## config.mk

```make
export PLATFORM = sky130hd
export DESIGN_NAME = atm_keypad_frontend
export DESIGN_NICKNAME = d
export VERILOG_FILES = /design/src/rtl/atm_keypad_frontend.sv
export SDC_FILE = /design/constraint.sdc
export NUM_CORES = 1
export LEC_CHECK = 0
export ABC_AREA = 1
export ABC_CLOCK_PERIOD_IN_PS = 3800
export BUFFER_PORTS_ARGS = -buffer_cell sky130_fd_sc_hd__buf_2
export CORE_ASPECT_RATIO = 0.75
export CORE_MARGIN = 3
export CORE_UTILIZATION = 58
export CTS_CLUSTER_DIAMETER = 200
export DETAILED_ROUTE_END_ITERATION = 7
export PLACE_DENSITY_LB_ADDON = 0.08
export SLEW_MARGIN = 30
export SYNTH_ARGS = -nofsm -noshare
export SYNTH_HDL_FRONTEND = slang
export SYNTH_SLANG_ARGS = --single-unit
```

## constraint.sdc

```tcl
create_clock -name clk -period 3.8 [get_ports clk]
set_input_delay 0.38 -clock clk [delete_from_list [all_inputs] [get_ports clk]]
set_output_delay 0.38 -clock clk [all_outputs]
set_load 0.005 [all_outputs]
```

## src/rtl/atm_keypad_frontend.sv

```systemverilog
// atm_keypad_frontend
// User-side front end for the ATM core. Collects card-reader and keypad
// events, walks one session through IDLE/LANG/PSW/PSW_CHK/OP/VALUE/WAIT/
// MORE/EJECT and holds the request stable while the core is working.
// Optional feature macro: ATM_PSW_LOCKOUT_EN (three wrong passwords eject
// the card and lock that card_id out until reset; adds port card_locked).
module atm_keypad_frontend #(
  parameter int password_width = 4,
  parameter int balance_width  = 20,
  parameter int card_width     = 3,
  parameter int RESP_TIMEOUT   = 1024,
  parameter int PSW_CHK_CYCLES = 2
) (
  input  logic                      clk,
  input  logic                      rst,
  input  logic                      card_insert,
  input  logic [card_width-1:0]     card_id,
  input  logic                      key_valid,
  input  logic [3:0]                key_code,
  input  logic                      op_done,
  input  logic                      error,
  input  logic                      wrong_psw,
  input  logic [balance_width-1:0]  updated_balance,
  output logic [card_width-1:0]     card_number,
  output logic [password_width-1:0] password_input,
  output logic                      language,
  output logic [1:0]                operation,
  output logic [balance_width-1:0]  value,
  output logic                      another_service,
  output logic                      req_valid,
  output logic [balance_width-1:0]  last_balance,
  output logic                      last_error,
  output logic                      eject,
`ifdef ATM_PSW_LOCKOUT_EN
  output logic                      card_locked,
`endif
  output logic                      busy
);

  typedef enum logic [3:0] {
    S_IDLE,
    S_LANG,
    S_PSW,
    S_PSW_CHK,
    S_OP,
    S_VALUE,
    S_WAIT,
    S_MORE,
    S_EJECT
  } state_t;

  // One counter serves both the password-check window and the response timeout.
  localparam int CNT_MAX = (RESP_TIMEOUT > PSW_CHK_CYCLES) ? RESP_TIMEOUT : PSW_CHK_CYCLES;
  localparam int CNT_W   = $clog2(CNT_MAX + 1);
  localparam logic [CNT_W-1:0] TIMEOUT_LAST = CNT_W'(RESP_TIMEOUT - 1);
  localparam logic [CNT_W-1:0] CHK_LAST     = CNT_W'(PSW_CHK_CYCLES - 1);
  localparam logic [balance_width-1:0] VALUE_MAX = '1;

  state_t             state_reg;
  logic [CNT_W-1:0]   cnt_reg;
  logic               psw_bad_reg;

  logic               key_digit;
  logic               key_enter;
  logic               key_cancel;
  logic               key_clear;
  logic               psw_bad_next;
  logic               insert_blocked;
  logic [balance_width+3:0] value_ext;
  logic [balance_width-1:0] value_next;

  assign key_digit  = key_valid && (key_code <= 4'd9);
  assign key_enter  = key_valid && (key_code == 4'hA);
  assign key_cancel = key_valid && (key_code == 4'hB);
  assign key_clear  = key_valid && (key_code == 4'hC);

  // Wrong-password evidence seen so far in the check window, including this cycle.
  assign psw_bad_next = psw_bad_reg | wrong_psw;

`ifdef ATM_PSW_LOCKOUT_EN
  logic [1:0]            fail_cnt_reg;
  logic [card_width-1:0] locked_card_reg;
  assign insert_blocked = card_locked && (card_id == locked_card_reg);
`else
  assign insert_blocked = 1'b0;
`endif

  // Decimal accumulate of the amount with saturation instead of wrap-around.
  always_comb begin
    value_ext  = ({4'b0000, value} * (balance_width + 4)'(10)) + (balance_width + 4)'(key_code);
    value_next = (value_ext > {4'b0000, VALUE_MAX}) ? VALUE_MAX : value_ext[balance_width-1:0];
  end

  // Session FSM; every output is a register written only here.
  always_ff @(posedge clk) begin
    if (!rst) begin
      state_reg       <= S_IDLE;
      cnt_reg         <= '0;
      psw_bad_reg     <= 1'b0;
      card_number     <= '0;
      password_input  <= '0;
      language        <= 1'b0;
      operation       <= '0;
      value           <= '0;
      another_service <= 1'b0;
      req_valid       <= 1'b0;
      last_balance    <= '0;
      last_error      <= 1'b0;
      eject           <= 1'b0;
      busy            <= 1'b0;
`ifdef ATM_PSW_LOCKOUT_EN
      fail_cnt_reg    <= '0;
      locked_card_reg <= '0;
      card_locked     <= 1'b0;
`endif
    end else begin
      eject           <= 1'b0;
      another_service <= 1'b0;
      case (state_reg)
        S_IDLE: begin
          if (card_insert && !insert_blocked) begin
            card_number <= card_id;
            busy        <= 1'b1;
            state_reg   <= S_LANG;
          end
        end

        S_EJECT: begin
          card_number    <= '0;
          password_input <= '0;
          value          <= '0;
          operation      <= '0;
          language       <= 1'b0;
          cnt_reg        <= '0;
          psw_bad_reg    <= 1'b0;
          busy           <= 1'b0;
          state_reg      <= S_IDLE;
`ifdef ATM_PSW_LOCKOUT_EN
          fail_cnt_reg   <= '0;
`endif
        end

        S_WAIT: begin
          // Keypad is deliberately ignored here, CANCEL included.
          if (op_done) begin
            last_balance <= updated_balance;
            last_error   <= error;
            req_valid    <= 1'b0;
            cnt_reg      <= '0;
            state_reg    <= S_MORE;
          end else if (error) begin
            last_error   <= 1'b1;
            req_valid    <= 1'b0;
            cnt_reg      <= '0;
            state_reg    <= S_MORE;
          end else if (cnt_reg == TIMEOUT_LAST) begin
            req_valid    <= 1'b0;
            cnt_reg      <= '0;
            eject        <= 1'b1;
            state_reg    <= S_EJECT;
          end else begin
            cnt_reg      <= cnt_reg + CNT_W'(1);
          end
        end

        default: begin
          if (key_cancel) begin
            cnt_reg   <= '0;
            eject     <= 1'b1;
            state_reg <= S_EJECT;
          end else begin
            case (state_reg)
              S_LANG: begin
                if (key_valid && (key_code <= 4'd1)) begin
                  language  <= key_code[0];
                  state_reg <= S_PSW;
                end
              end

              S_PSW: begin
                if (key_digit) begin
                  password_input <= password_width'(key_code);
                end else if (key_clear) begin
                  password_input <= '0;
                end else if (key_enter) begin
                  cnt_reg     <= '0;
                  psw_bad_reg <= 1'b0;
                  state_reg   <= S_PSW_CHK;
                end
              end

              S_PSW_CHK: begin
                // The whole window is observed before deciding.
                if (cnt_reg == CHK_LAST) begin
                  cnt_reg     <= '0;
                  psw_bad_reg <= 1'b0;
                  if (psw_bad_next) begin
`ifdef ATM_PSW_LOCKOUT_EN
                    if (fail_cnt_reg == 2'd2) begin
                      card_locked     <= 1'b1;
                      locked_card_reg <= card_number;
                      eject           <= 1'b1;
                      state_reg       <= S_EJECT;
                    end else begin
                      fail_cnt_reg   <= fail_cnt_reg + 2'd1;
                      password_input <= '0;
                      state_reg      <= S_PSW;
                    end
`else
                    password_input <= '0;
                    state_reg      <= S_PSW;
`endif
                  end else begin
`ifdef ATM_PSW_LOCKOUT_EN
                    fail_cnt_reg <= '0;
`endif
                    state_reg    <= S_OP;
                  end
                end else begin
                  cnt_reg     <= cnt_reg + CNT_W'(1);
                  psw_bad_reg <= psw_bad_next;
                end
              end

              S_OP: begin
                if (key_valid && (key_code >= 4'd1) && (key_code <= 4'd4)) begin
                  operation <= 2'(key_code - 4'd1);
                  value     <= '0;
                  state_reg <= S_VALUE;
                end
              end

              S_VALUE: begin
                if (key_digit) begin
                  value <= value_next;
                end else if (key_clear) begin
                  value <= '0;
                end else if (key_enter) begin
                  cnt_reg   <= '0;
                  req_valid <= 1'b1;
                  state_reg <= S_WAIT;
                end
              end

              S_MORE: begin
                if (key_valid && (key_code == 4'd1)) begin
                  another_service <= 1'b1;
                  state_reg       <= S_OP;
                end else if (key_valid && ((key_code == 4'd0) || (key_code == 4'hA))) begin
                  eject     <= 1'b1;
                  state_reg <= S_EJECT;
                end
              end

              default: begin
                state_reg <= S_IDLE;
              end
            endcase
          end
        end
      endcase
    end
  end

endmodule
```

==> results.yml, run 1 <==
drt:
  routedWlPerCell_um: 14.3
  dr.pass1.iters: 7
  drt_iter0_drc: 649
  wl_um: 15500
  drc: 0
  via_count: 6018
  drtAntennaViolNets: 0
  vias_per_cell: 5.53
placement:
  pre_cts_slack_ns: 0.402
  gp_congestion: 0.978
  place_hpwl_um: 12400
  portBuffers: 88
  place_area_um2: 6290
worst_setup_path:
  r2r_slack_ns: 0.36
  cp.required_ns: 3.99
  cp-end-kind: "flip-flop"
  crit_type: "reg2reg"
  cp_top_family: "simple AND/OR/NAND/NOR gates"
  crit_fanout: 20
  cp_cell_sequence: "ha_1 > ha_1 > fa_1 > nand2_1 > nor2_1 > nand2_1 > nand2_1 > nand2_1 > nor2_4 > nand3_2 > nor2_4 > nand3_4 > nor2_4 > nand3_2 > nand2_1 > nand2_1 > nor2_4 > buf_12 > nand2_2 > nand2_2 > a21oi_2"
  cpMostUsedCell: "nand2_1"
  r2r-end: "value[4]$_SDFFE_PN0P_"
  critical_path.max_stage_delay_ns: 0.55
  slowest_stage: "fa_1"
  r2r-start: "value[1]$_SDFFE_PN0P_"
  start_kind: "flip-flop"
  ff2ff_path_depth: 21
  crit_buf_inv: 1
  critPathArrivalTime_ns: 3.63
power_and_ir_drop:
  powerDensity_nw_per_um2: 337
  p_leak_nw: 3.21
  ir_drop_mv: 0.241
clocking:
  insertion_delay_ns: 0.34
  clk_pin_slew_ns: 0.06
  cts-hold-fix-buffers: 0
  clock_sinks: 71
  cts_buffers: 9
  ctsHtreeMaxLevel: 3
  cts_resized: 0
  root_buffer: "clkbuf_16"
  cts_tree: "built"
  clk_path_buf_depth: 2
  postCtsSetupBuffers: 0
cells_and_area:
  finish.instance_area_um2: 6590
  syn_to_final_growth_pct: 14.9
  nets: 1038
  drive_gt1_share_pct: 22.8
  diodes: 0
run:
  maxCapViolCount: 0
yosys:
  synth-edff-count: 0
  synth.most_common_cell: "nand2_1"
  ys_seq_area_share_pct: 24.8
  synth_area_um2: 5740
  synthFlopType: "dfxtp_1"
  synth-async-reset-ratio_pct: 0
  synth_top_area_cell: "dfxtp_1"
  synthCells: 871
  synth_seq_cells: 71
  syn-num-nets: 953
  yosysWarnings: 0
  synth_top_area_share_pct: 24.8
  yosys-top-cells-count: "nand2_1, inv_1, nand3_1, dfxtp_1, nor2_1"
  synth_area_leaders: "dfxtp_1, nand2_1, ha_1"
  synth_cell_type_count: 45
  synth_area_per_cell_um2: 6.58
sta:
  slew_headroom_pct: 54.7
  fin_ws_ns: 0.361
  hold_viol_final: 0
  finalCriticalPeriod_ns: 3.44
  period_share_pct: 90.5
  worst_pin_slew_ns: 0.680
  tns_ns: 0
  fmax_mhz: 291
  setup_viol: 0
  whs_ns: 0.310
  fin_worst_skew_ns: 0.00769
  rsz0062_at_grt: "false"
  drv_slew: 0
worst_hold_path:
  min_path_type: "in2reg"
  hold_path_end: "card_number[2]$_SDFFE_PN0P_"
  hp-start: "card_id[2]"
  hold_depth: 3
floorplanning:
  start_util_pct: 61.4
  fp.dieW_um: 121
  placementRows: 30
  dieArea_um2: 11100
  core_area_um2: 9350
  die_y_um: 92.1
  ios: 89
grt:
  grt_use_met3_pct: 7.21
  grt_pass1_vias: 5398
  grtUsageMet2_pct: 40.1
  antenna_found_initial: 0
  grt_busiest_layer: "met1"
  grt_overflow_total: 0
  grt.total_usage_pct: 28.0
  grt_max_degree: 56
  grt_pass1_wl_um: 25700
  grt_use_met1_pct: 42.1
status:
  outcome: "complete, no violations"
-- cell usage in the layout, fill, tap and decap left out, types with 2 or more instances in the layout --
cell and n:
xor2_1 9, buf_4 4, ha_1 46, a21oi_2 20, nor4_1 2, nand3b_1 2, fa_1 2, nand3_1 77
nor2_1 58, a311oi_1 2, clkinv_2 2, a21oi_1 55, dfxtp_1 71, buf_2 88, inv_2 7, a31oi_1 4
a211oi_1 2, inv_1 94, xnor2_1 6, nand2_2 50, and2_1 4, nand2_1 236, nor2_2 8, nand3_2 10
nor3b_1 2, nand4_1 12, nor3_1 24, o21ai_1 4, clkbuf_16 9, o221ai_1 2, nor2_4 8, o21ai_0 20
-- worst min-delay path: stages --
cell     delay (ns)
buf_2          0.10
nand2_1        0.06
a21oi_1        0.06
-- worst max path at each step --
stage / start / end / depth (start not counted)
2_1_floorplan: value[1]$_SDFFE_PN0P_ / value[13]$_SDFFE_PN0P_ / 21
4_1_cts: value[1]$_SDFFE_PN0P_ / value[4]$_SDFFE_PN0P_ / 21
5_1_grt: value[1]$_SDFFE_PN0P_ / value[4]$_SDFFE_PN0P_ / 21
3_3_place_gp: value[1]$_SDFFE_PN0P_ / value[15]$_SDFFE_PN0P_ / 21
6_report: value[1]$_SDFFE_PN0P_ / value[4]$_SDFFE_PN0P_ / 21
3_5_place_dp: value[1]$_SDFFE_PN0P_ / value[4]$_SDFFE_PN0P_ / 21
-- final cells by class --
cell class	count	area, µm²
multi-input combinational	678	3830
timing repair buffer	93	490
inverter	103	389
clock inverter	5	56.3
tap	128	160
sequential	71	1420
fill	812	2760
clock buffer	11	243
-- routing by layer --
metal,share of wire [%],vias to the layer above
li1,-,3016
met1,49,2739
met2,41,246
met3,9.5,17
met4,0.88,0
met5,0,-
-- report_power, final --
group          internal [mW]  switching, mW
clock                  0.526          0.318
sequential             0.799         0.0374
combinational          0.172          0.368
-- through the flow --
| stage | instances | util, % | power, mW |
|---|---|---|---|
| floorplan | 871 | - | 1.22 |
| global placement | 1073 | 67.3 | 1.36 |
| detailed placement | 1073 | 67.3 | 1.37 |
| CTS | 1089 | 70.5 | 2.22 |
| global route | 1089 | 70.5 | 2.33 |
| finish | 1089 | 70.5 | 2.22 |
-- kinds of logic (layout without fill, tap and decap cells) --
group | count (synthesis) | in the layout | synth area share [%]
flip-flops | 71 | 71 | 24.8
AO/OA/AOI/OAI | 115 | 115 | 12.2
adder cells (fa/ha/maj) | 48 | 48 | 10.7
AND/OR/NAND/NOR | 500 | 500 | 41.5
buffers and inverters | 122 | 212 | 8.57
XOR/XNOR | 15 | 15 | 2.29
Power figures use the tool's default switching activity.
==> run 2, diff against run 1 <==
--- a/config.mk
+++ b/config.mk
@@ -7,3 +7,2 @@
 export LEC_CHECK = 0
-export ABC_AREA = 1
 export ABC_CLOCK_PERIOD_IN_PS = 3800
@@ -12,3 +11,3 @@
 export CORE_MARGIN = 3
-export CORE_UTILIZATION = 58
+export CORE_UTILIZATION = 57
 export CTS_CLUSTER_DIAMETER = 200
==> constraint.sdc (replaced) <==
create_clock -name clk -period 3.8 [get_ports clk]
set_input_delay 0.19 -clock clk [delete_from_list [all_inputs] [get_ports clk]]
set_output_delay 0.19 -clock clk [all_outputs]
set_load 0.005 [all_outputs]
==> results.yml, run 2 <==
power_and_ir_drop:
  pwr-share-seq_pct: 37.8
  p_int_mw: 1.55
  p_leak_nw: 2.56
  ir_drop_mv: 0.342
  power_frac_clock_pct: 40.3
  powerDensity_nw_per_um2: 359
  p_sw_mw: 0.694
  p_sw_share_pct: 31.0
  power_frac_comb_pct: 21.9
yosys:
  synthFlopType: "dfxtp_1"
  yosys-top-cells-count: "nand2_1, a21oi_1, dfxtp_1, nor2_1, ha_1"
  synth-edff-count: 0
  synth.most_common_cell: "nand2_1"
  synth-async-reset-ratio_pct: 0
  synth_top_area_share_pct: 28.1
  synth_area_per_cell_um2: 7.89
  synth_area_um2: 5050
  synth_cell_type_count: 63
  syn-num-nets: 722
  synth_top_area_cell: "dfxtp_1"
  yosysWarnings: 0
  synth_seq_cells: 71
  synthCells: 640
  synth_area_leaders: "dfxtp_1, ha_1, a21oi_1"
  ys_seq_area_share_pct: 28.1
sta:
  hold_viol_final: 0
  drv_slew: 0
  tns_ns: 0
  fmax_mhz: 271
  period_share_pct: 97.1
  setup_viol: 0
  slew_headroom_pct: 43.6
  finalCriticalPeriod_ns: 3.69
  worst_pin_slew_ns: 0.845
  fin_worst_skew_ns: 0.00683
drt:
  dr.pass1.iters: 5
  drtAntennaViolNets: 0
  via_count: 5219
  routedWlPerCell_um: 17.8
  vias_per_cell: 6.23
  wl_um: 14900
  drc: 0
  drt_iter0_drc: 406
grt:
  grt.total_usage_pct: 28.5
  grt_pass1_wl_um: 23100
  grt_max_degree: 57
  antenna_found_initial: 0
  grt_pass1_vias: 4662
  grt_overflow_total: 0
worst_setup_path:
  cp.required_ns: 3.98
  cp-end-kind: "flip-flop"
  slowest_stage: "a2111o_1"
  start_kind: "flip-flop"
  crit_type: "reg2reg"
  cp_cell_sequence: "buf_4 > ha_1 > ha_4 > o211ai_1 > o21ai_1 > xor2_2 > nand4_1 > a2111o_1 > nor4_4 > mux2i_4 > buf_12 > clkbuf_16 > a211oi_2"
  critical_path.max_stage_delay_ns: 0.47
  crit_fanout: 5
  critPathArrivalTime_ns: 3.87
cells_and_area:
  instances_no_fill: 838
  fillerInstances: 650
  multi_input_area_um2: 3640
  nets: 807
  syn_to_final_growth_pct: 23.7
  drive_gt1_share_pct: 24.2
  mostFrequentLayoutCells: "nand2_1, buf_2, a21oi_1, dfxtp_1, nor2_1"
  diodes: 0
  final_common_cell: "nand2_1"
  final-seq-area_um2: 1430
clocking:
  cts_buffers: 9
  clk_pin_slew_ns: 0.06
  ctsHtreeMaxLevel: 3
  clock_sinks: 71
  root_buffer: "clkbuf_16"
  cts_tree: "built"
  insertion_delay_ns: 0.34
  clk_path_buf_depth: 2
floorplanning:
  die_y_um: 87.5
  start_util_pct: 59.3
  core_area_um2: 8530
  fp.dieW_um: 115
  placementRows: 29
  ios: 89
  dieArea_um2: 10000
placement:
  gp_congestion: 0.938
  portBuffers: 88
  place_inst: 814
  place_hpwl_um: 10600
run:
  maxCapViolCount: 0
worst_hold_path:
  min_path_type: "in2reg"
status:
  outcome: "complete, no violations"
[run 2: repair_timing]
item,CTS,global route
gates resized for setup,1,37
buffers inserted,0,5
endpoints found under the setup margin,18,20
pin swaps,1,3
gates cloned,0,3
hold buffers,0,0
[run 2: final cells by class]
| cell class | instances | share of cell area, % |
|---|---|---|
| Sequential cell | 71 | 22.9 |
| Clock inverter | 6 | 1.48 |
| Clock buffer | 10 | 3.67 |
| Tap cell | 108 | 2.16 |
| Inverter | 12 | 0.741 |
| Multi-Input combinational cell | 521 | 58.3 |
| Timing Repair Buffer | 110 | 10.8 |
[run 2: power by group through the flow]
stage	Combinational, mW	Clock, mW	Sequential [mW]
finish	0.491	0.904	0.848
detailed placement	0.477	0	0.861
floorplan	0.362	0	0.836
global placement	0.467	0	0.861
CTS	0.481	0.923	0.845
global route	0.557	0.947	0.857
[run 2: metrics by stage]
stage          util (%)  cell area, µm²  total power, mW  setup slack (ns)  hold slack, ns
2_1_floorplan         -            5050             1.20            0.0986           0.326
3_3_place_gp       65.8            5610             1.33            0.0253           0.431
3_5_place_dp       65.8            5610             1.34           -0.0263           0.438
4_1_cts            69.7            5940             2.25            0.0175          0.0837
5_1_grt            73.3            6250             2.36           -0.0260          0.0982
6_report           73.3            6250             2.24             0.110          0.0935
[run 2: final timing paths]
check	endpoint	slack (ns)	cells after the start	from
max	value[9]$_SDFFE_PN0P_	0.11	13	value[3]$_SDFFE_PN0P_
min reg2reg	password_input[0]$_SDFFE_PN0P_	0.45	2	password_input[0]$_SDFFE_PN0P_
min	last_balance[13]$_SDFFE_PN0P_	0.09	3	updated_balance[13]
max reg2reg	value[9]$_SDFFE_PN0P_	0.11	13	value[3]$_SDFFE_PN0P_
[run 2: cell families (layout without fill, tap and decap cells)]
group | Yosys count | in the layout | synth area share, %
AO/OA/AOI/OAI | 191 | 191 | 25.1
adder cells (fa/ha/maj) | 48 | 48 | 12.2
AND/OR/NAND/NOR | 240 | 240 | 23.3
flip-flops | 71 | 71 | 28.1
XOR/XNOR | 35 | 35 | 6.07
buffers and inverters | 48 | 138 | 3.79
multiplexers | 7 | 7 | 1.41
[run 2: metal layers]
layer / share of wire (%) / vias up / GRT usage (%)
met1: 48 / 2465 / 42.9
met5: 0 / - / 0
met2: 42 / 221 / 40.1
met3: 9.0 / 15 / 7.46
li1: - / 2518 / -
met4: 0.97 / 0 / 7.46
[run 2: worst max-delay path: cells and delay by family, from the launching register on]
family / cells / cell delay [ns]
fa+ha+maj: 2 / 0.66
flops: 1 / 0.34
compound gates: 4 / 1.02
simple gates: 2 / 0.48
mux: 1 / 0.31
xor+xnor: 1 / 0.28
buf+inv: 3 / 0.44
==> run 3, diff against run 2 <==
Settings changed: ABC_CLOCK_PERIOD_IN_PS 3800 to 3850.
Clock period 3.8 ns to 3.85 ns, I/O delays scaled along.
==> results.yml, run 3 (same netlist as run 2, synthesis figures left out) <==
status:
  outcome: "complete, no violations"
grt:
  grt_max_degree: 57
  grt_pass1_wl_um: 22100
  grt_overflow_total: 0
  antenna_found_initial: 0
  grt_pass1_vias: 4373
  grt.total_usage_pct: 27.3
drt:
  vias_per_cell: 6.11
  dr_wl_met2_um: 5640
  routedWlPerCell_um: 16.6
  drt_iter0_drc: 308
  dr.pass1.iters: 5
  highest_layer: "met4"
  drtAntennaViolNets: 0
  routed-wl-met3_um: 1190
  drc: 0
  wl_met1_um: 6790
  wl_um: 13800
  via_count: 5064
sta:
  fin_worst_skew_ns: 0.00750
  drv_slew: 0
  hold_viol_final: 0
  whs_ns: 0.0980
  setup_viol: 0
  worst_pin_slew_ns: 0.704
  fmax_mhz: 269
  slew_headroom_pct: 53.0
  period_share_pct: 96.5
  finalCriticalPeriod_ns: 3.71
power_and_ir_drop:
  p_sw_share_pct: 32.4
  p_total_mw: 2.08
  pwr-share-seq_pct: 41.5
  power_frac_comb_pct: 22.0
  power_frac_clock_pct: 36.5
  powerDensity_nw_per_um2: 351
  p_sw_mw: 0.673
  p_leak_nw: 2.49
  ir_drop_mv: 0.419
  p_int_mw: 1.40
worst_setup_path:
  r2r-start: "value[1]$_SDFFE_PN0P_"
  start_kind: "flip-flop"
  cp.required_ns: 4.04
  critPathArrivalTime_ns: 3.90
  ff2ff_path_depth: 13
  cp-end-kind: "flip-flop"
  crit_fanout: 20
  r2r_slack_ns: 0.14
  crit_type: "reg2reg"
  r2r-end: "value[18]$_SDFFE_PN0P_"
clocking:
  cts_buffers: 9
  insertion_delay_ns: 0.34
  clock_sinks: 71
  clk_pin_slew_ns: 0.06
  cts-hold-fix-buffers: 0
  cts_tree: "built"
  root_buffer: "clkbuf_16"
  clk_path_buf_depth: 2
  ctsHtreeMaxLevel: 3
placement:
  place_hpwl_um: 10500
  portBuffers: 88
  place_area_um2: 5610
  place_inst: 813
  gp_congestion: 0.937
worst_hold_path:
  min_path_type: "in2reg"
  hp-start: "updated_balance[13]"
  hold_path_end: "last_balance[13]$_SDFFE_PN0P_"
  hold_depth: 3
cells_and_area:
  instances_no_fill: 829
  syn_to_final_growth_pct: 17.1
  diodes: 0
  finish.instance_area_um2: 5920
  fillerInstances: 685
  final-seq-area_um2: 1420
  mostFrequentLayoutCells: "nand2_1, buf_2, a21oi_1, dfxtp_1, nor2_1"
  drive_gt1_share_pct: 20.1
  multi_input_area_um2: 3480
  nets: 799
  final_common_cell: "nand2_1"
floorplanning:
  die_y_um: 87.5
  fp.dieW_um: 115
  placementRows: 29
  core_area_um2: 8530
  start_util_pct: 59.3
  ios: 89
  dieArea_um2: 10000
run:
  maxCapViolCount: 0
-- run 3: cell count changes in the layout (fill, tap and decap cells not counted), sizes merged --
| cell | before | now |
|---|---|---|
| clkinvlp | 2 | 1 |
| buf | 108 | 102 |
| bufinv | 2 | 0 |
| clkbuf | 12 | 10 |
| clkinv | 2 | 4 |
-- run 3: power by group through the flow --
stage | sequential [mW] | clock (mW) | combinational, mW
floorplan | 0.825 | 0 | 0.357
global placement | 0.871 | 0 | 0.437
detailed placement | 0.873 | 0 | 0.449
CTS | 0.857 | 0.769 | 0.452
global route | 0.871 | 0.795 | 0.519
finish | 0.861 | 0.758 | 0.457
-- run 3: timing repair --
action                                  CTS  global route
resized for setup                         0             6
endpoints found under the setup margin    0            20
setup buffers                             0             1
-- run 3: layout make-up --
type	count	share of cell area, %
clock buffer	10	4.04
inverter	12	0.804
sequential	71	24.0
tap	108	2.28
clock inverter	5	0.592
multi-input combinational	521	58.8
timing repair buffer	102	9.43
-- run 3: metal layers --
metal	track usage, %	vias to the layer above
li1	-	2494
met1	42.5	2344
met2	37.5	215
met3	5.94	11
met4	7.36	0
met5	0	-
-- run 3: worst max path at each step --
stage | to | cells after the start | startpoint
floorplan | value[14]$_SDFFE_PN0P_ | 12 | value[1]$_SDFFE_PN0P_
global placement | value[18]$_SDFFE_PN0P_ | 12 | value[1]$_SDFFE_PN0P_
detailed placement | value[18]$_SDFFE_PN0P_ | 12 | value[1]$_SDFFE_PN0P_
CTS | value[18]$_SDFFE_PN0P_ | 12 | value[1]$_SDFFE_PN0P_
global route | value[7]$_SDFFE_PN0P_ | 11 | value[9]$_SDFFE_PN0P_
finish | value[18]$_SDFFE_PN0P_ | 13 | value[1]$_SDFFE_PN0P_
-- run 3: critical path: stages, from the launching register on --
cell and delay [ns]:
dfxtp_1 0.31, ha_1 0.29, ha_1 0.24, fa_1 0.46, a211oi_4 0.32, o31ai_4 0.11
buf_4 0.16, a211oi_1 0.22, mux2i_1 0.18, a2111o_1 0.47, nor4_4 0.19, mux2i_2 0.30
buf_12 0.20, a311oi_2 0.10
-- run 3: stage by stage --
step | util [%] | setup slack, ns | setup TNS, ns
2_1_floorplan | - | 0.149 | 0
3_3_place_gp | 65.7 | 0.0673 | 0
3_5_place_dp | 65.8 | 0.0105 | 0
4_1_cts | 69.0 | 0.0344 | 0
5_1_grt | 69.4 | -0.0150 | -0.0219
6_report | 69.4 | 0.135 | 0
